===== config.mk =====
export PLATFORM = sky130hd
export DESIGN_NAME = reg_file_sb
export DESIGN_NICKNAME = d
export VERILOG_FILES = /design/src/rtl/reg_file_pkg.sv /design/src/rtl/reg_file_rdport.sv /design/src/rtl/reg_file_sb.sv
export SDC_FILE = /design/constraint.sdc
export NUM_CORES = 2
export LEC_CHECK = 0
export BUFFER_PORTS_ARGS = -buffer_cell sky130_fd_sc_hd__buf_4
export CORE_MARGIN = 8
export CORE_UTILIZATION = 45
export DETAILED_ROUTE_END_ITERATION = 12
export PLACE_DENSITY = 0.62
export SLEW_MARGIN = 20
export SYNTH_ARGS = -nofsm -noshare
export SYNTH_HDL_FRONTEND = slang
export SYNTH_SLANG_ARGS = --single-unit

===== constraint.sdc =====
create_clock -name clk -period 2.9 [get_ports clk]
set_input_delay 0.145 -clock clk [delete_from_list [all_inputs] [get_ports clk]]
set_output_delay 0.145 -clock clk [all_outputs]
set_load 0.02 [all_outputs]

===== src/rtl/reg_file_pkg.sv =====
// Shared types and defaults for the scoreboarded register file.
// Sized for the default RV32 configuration.
package reg_file_pkg;

    localparam int XLEN_DEF  = 32;
    localparam int NREGS_DEF = 32;
    localparam int AW_DEF    = $clog2(NREGS_DEF);

    typedef logic [AW_DEF-1:0]   reg_addr_t;
    typedef logic [XLEN_DEF-1:0] xlen_t;

endpackage


===== src/rtl/reg_file_rdport.sv =====
// One read port: x0 forcing, write forwarding and busy lookup.
// Purely combinational; replicated once per read port.
module reg_file_rdport
    import reg_file_pkg::*;
#(
    parameter int XLEN   = XLEN_DEF,
    parameter int NREGS  = NREGS_DEF,
    parameter int AW     = $clog2(NREGS),
    parameter int BYPASS = 1
) (
    input  logic [AW-1:0]              addr,
    input  logic [NREGS-1:0][XLEN-1:0] regs,
    input  logic [NREGS-1:0]           busy,
    input  logic                       wa_en,
    input  logic [AW-1:0]              wa_addr,
    input  logic [XLEN-1:0]            wa_data,
    input  logic                       wb_en,
    input  logic [AW-1:0]              wb_addr,
    input  logic [XLEN-1:0]            wb_data,
    output logic [XLEN-1:0]            data,
    output logic                       busy_o
);

    logic wa_hit;
    logic wb_hit;

    // Select read data by priority: x0, port B, port A, stored value
    always_comb begin
        wa_hit = (BYPASS != 0) && wa_en && (wa_addr == addr);
        wb_hit = (BYPASS != 0) && wb_en && (wb_addr == addr);
        data   = regs[addr];
        busy_o = busy[addr];
        if (addr == '0) begin
            data = '0;
        end else if (wb_hit) begin
            data = wb_data;
        end else if (wa_hit) begin
            data = wa_data;
        end
        if (wb_hit || (addr == '0)) begin
            busy_o = 1'b0;
        end
    end

endmodule


===== src/rtl/reg_file_sb.sv =====
// Register file with long-latency scoreboard and hazard flag.
// Port A is single-cycle, port B retires mul/div results.
module reg_file_sb
    import reg_file_pkg::*;
#(
    parameter int XLEN   = XLEN_DEF,
    parameter int NREGS  = NREGS_DEF,
    parameter int NUM_RD = 2,
    parameter int BYPASS = 1,
    parameter int AW     = $clog2(NREGS)
) (
    input  logic                         clk,
    input  logic                         reset,
    input  logic [NUM_RD-1:0][AW-1:0]    rd_addr,
    output logic [NUM_RD-1:0][XLEN-1:0]  rd_data,
    output logic [NUM_RD-1:0]            rd_busy,
    input  logic                         wa_en,
    input  logic [AW-1:0]                wa_addr,
    input  logic [XLEN-1:0]              wa_data,
    input  logic                         wb_en,
    input  logic [AW-1:0]                wb_addr,
    input  logic [XLEN-1:0]              wb_data,
    input  logic                         iss_en,
    input  logic [AW-1:0]                iss_addr,
    output logic                         stall,
    output logic                         err
);

    logic [NREGS-1:0][XLEN-1:0] regs_q, regs_d;
    logic [NREGS-1:0]           busy_q, busy_d;
    logic                       err_q, err_d;

    logic wa_v, wb_v, iss_v, iss_wb;

    // Next-state for storage, scoreboard and sticky hazard flag
    always_comb begin
        wa_v   = wa_en && (wa_addr != '0);
        wb_v   = wb_en && (wb_addr != '0);
        iss_v  = iss_en && (iss_addr != '0);
        iss_wb = iss_v && wb_v && (iss_addr == wb_addr);
        regs_d = regs_q;
        busy_d = busy_q;
        err_d  = err_q;
        if (wa_v) begin
            regs_d[wa_addr] = wa_data;
            if (busy_q[wa_addr]) err_d = 1'b1;
        end
        if (wb_v) begin
            regs_d[wb_addr] = wb_data;
            busy_d[wb_addr] = 1'b0;
            if (!busy_q[wb_addr] && !iss_wb) err_d = 1'b1;
            if (wa_v && (wa_addr == wb_addr)) err_d = 1'b1;
        end
        if (iss_v) begin
            busy_d[iss_addr] = 1'b1;
            if (busy_q[iss_addr] && !iss_wb) err_d = 1'b1;
        end
        busy_d[0] = 1'b0;
        regs_d[0] = '0;
    end

    // State update; reset drops all data and pending ops
    always_ff @(posedge clk) begin
        if (reset) begin
            regs_q <= '0;
            busy_q <= '0;
            err_q  <= 1'b0;
        end else begin
            regs_q <= regs_d;
            busy_q <= busy_d;
            err_q  <= err_d;
        end
    end

    genvar g;
    generate
        for (g = 0; g < NUM_RD; g++) begin : g_rd
            reg_file_rdport #(
                .XLEN   (XLEN),
                .NREGS  (NREGS),
                .AW     (AW),
                .BYPASS (BYPASS)
            ) u_rdport (
                .addr    (rd_addr[g]),
                .regs    (regs_q),
                .busy    (busy_q),
                .wa_en   (wa_en),
                .wa_addr (wa_addr),
                .wa_data (wa_data),
                .wb_en   (wb_en),
                .wb_addr (wb_addr),
                .wb_data (wb_data),
                .data    (rd_data[g]),
                .busy_o  (rd_busy[g])
            );
        end
    endgenerate

    assign stall = |rd_busy;
    assign err   = err_q;

endmodule


==> reports/metrics.cfg <==
[run_status]
status = finished with violations
violations = negative setup slack

[sta]
clock.fmax_mhz = 335
setup-tns-final_ns = -0.716
hold_viol_final = 0
fin_crit_sh_pct = 103
drv_slew = 0
setup-violations-final = 16
setup_ws_ns = -0.0851
finalCriticalPeriod_ns = 2.99
tightestPinTransition_ns = 1.14
clock_skew_ns = 0.0311
slew_headroom_pct = 24.3
rsz0062_at_grt = true

[critical_path]
crit_fanout = 3
critical_path_class = flop to primary output
required_ns = 2.76
cp-start-kind = flop
cp_data_arrival_time_ns = 2.84
cp-end-kind = primary output

[min_path]
hp-class = input pin to flop

[clock_tree]
cts_sinks = 1024
cts_tree = built
insertion_delay_ns = 0.77
clk_pin_slew_ns = 0.06
cts_root_buffer = clkbuf_16
cts_buffers = 116
clock_path_buffers = 3
htree_num_levels = 3

[synth]
syn_inst = 7116
ys_ff_latch = 1024
yosysMostFrequentCell = nor2_1
syn-cell-area_um2 = 64500
ys_dominant_reg_cell = dfxtp_1
syn_avg_cell_area_um2 = 9.07
ys_warn_count = 0
synth_fp_nets = 7210
async_reset_ff_share_pct = 0
yosysTopAreaCellShare_pct = 31.8
yosysUniqueCellTypes = 56
netlist_top_cells_count = nor2_1, dfxtp_1, mux2i_1
ys_seq_area_share_pct = 31.8
synthTopCellsByArea = dfxtp_1, mux2i_1, mux4_2, a211oi_1, nor2_1
synth_area_leader_cell = dfxtp_1
synth_edf_count = 0

[floorplan]
rows = 139
core_um2 = 143000
io_pins = 162
die_w_um = 395
dieArea_um2 = 156000
start_util_pct = 45.1
die_y_um = 395

[detailed_routing]
first_pass_iters = 7
totalWireLength_um = 310000
vias = 64400
postRouteAntennaNets = 0
drc_errors = 0
first_iter_violations = 10300
routed_via_density = 7.22
wl_per_cell_um = 34.7

[global_route]
antenna_found_initial = 21
grt_usage_pct = 37.4
grt_pass1_vias = 60900
overflow = 0
grt_max_degree = 113
grt_pass1_wl_um = 438000

[power]
fin_total_pwr_mw = 35.9
peakVddDrop_uv = 575
pwr_density_cell_nw_per_um2 = 478
leakage_nw = 27.7

[place]
place_hpwl_um = 188000
dp.cells = 8572
port_buffers = 161
postPlaceCellArea_um2 = 68900
place.gp.congestion = 0.959

[cells_and_area]
drive_gt1_share_pct = 21.5
fin_util_pct = 52.6
design_area_um2 = 75200
fin_nets = 6994
stdcell_count = 8926
area_growth_pct = 16.5

[flow_run]
maxCapViolations = 0

-- critical path: stages, from the launching register on --
cell and delay, ns:
dfxtp_2 0.33, mux4_2 0.47, mux4_2 0.48, or3_1 0.31, a32o_2 0.32, buf_6 0.16
-- layout by cell type, fill, tap and decap left out, types with 21 or more instances in the layout --
cell and count:
a211o_1 28, a211oi_1 705, a21oi_1 32, a22o_1 48
a22oi_1 157, a311oi_1 305, a32oi_1 48, buf_12 102
buf_4 444, buf_6 21, clkbuf_1 23, clkbuf_16 118
clkbuf_8 25, clkinv_2 23, dfxtp_1 922, dfxtp_2 97
diode_2 25, dlygate4sd3_1 103, mux2_1 36, mux2_2 41
mux2i_1 927, mux4_2 395, nand2_1 468, nand2_4 32
nand3_1 271, nand4_1 21, nor2_1 1106, nor2_4 36
o21ai_0 64, o21ai_1 49, o22ai_1 47, xor2_1 21
-- metrics by stage --
step | setup slack [ns] | hold WS [ns]
floorplan | 0.598 | 0.371
global placement | -0.666 | 0.479
detailed placement | -0.427 | 0.485
CTS | -0.133 | 0.0173
global route | -0.135 | 0.0503
finish | -0.0851 | 0.0427
-- report_power, final --
| part | internal (mW) | switching (mW) | leakage, nW |
|---|---|---|---|
| Combinational | 1.86 | 3.36 | 17.4 |
| Clock | 9.36 | 6.73 | 2.01 |
| Sequential | 14.3 | 0.240 | 8.33 |
| Total | 25.6 | 10.3 | 27.7 |
-- final timing paths --
| check | end | cells after the start | startpoint | slack [ns] |
|---|---|---|---|---|
| setup / recovery | rd_data[27] | 5 | regs_q[763] | -0.09 |
| hold / removal | regs_q[217] | 4 | wb_data[25] | 0.04 |
| setup reg to reg | err | 8 | busy_q[16] | 0.11 |
| hold reg to reg | regs_q[353] | 2 | regs_q[353] | 0.49 |
-- logic make-up (layout without fill, tap and decap cells) --
| group | count (synthesis) | in the layout | synth area share (%) |
|---|---|---|---|
| and+or+nand+nor | 2054 | 2054 | 13.0 |
| AOI/OAI and AO/OA | 1591 | 1591 | 18.8 |
| muxes | 1405 | 1405 | 29.6 |
| DFF | 1024 | 1024 | 31.8 |
| buffers and inverters | 1012 | 894 | 6.46 |
| xor gates and xnor gates | 30 | 30 | 0.407 |
| other | 0 | 25 | 0 |
-- sequential cells by signal (all words and copies together), names as in the netlist --
| signal | cells |
|---|---|
| err | 1 |
| regs_q | 992 |
| busy_q | 31 |
-- layout make-up --
| class | instances | area, um^2 |
|---|---|---|
| Antenna cell | 25 | 62.6 |
| Fill cell | 12700 | 67800 |
| Inverter | 3 | 11.3 |
| Multi-Input combinational cell | 5080 | 41300 |
| Timing Repair Buffer | 675 | 6720 |
| Tap cell | 1903 | 2380 |
| Clock buffer | 166 | 3380 |
| Clock inverter | 50 | 699 |
| Sequential cell | 1024 | 20600 |
-- layer usage --
| metal | part of all wire, % | wire length [um] | track usage, % | vias up |
|---|---|---|---|---|
| met5 | 0.032 | 99 | 0.215 | - |
| met1 | 36 | 112000 | 48.4 | 31200 |
| li1 | - | - | - | 26300 |
| met4 | 7.6 | 23500 | 22.0 | 10 |
| met3 | 16 | 50400 | 14.9 | 1410 |
| met2 | 40 | 124000 | 52.5 | 5495 |
-- timing repair --
| action | CTS | global route |
|---|---|---|
| endpoints found under the hold margin | 991 | 0 |
| pin swaps | 64 | 37 |
| setup endpoints to repair | 36 | 36 |
| buffers inserted | 21 | 3 |
| resized for setup | 190 | 80 |
| hold buffers | 103 | 0 |
Note: power is estimated with default switching activity, not from simulation.
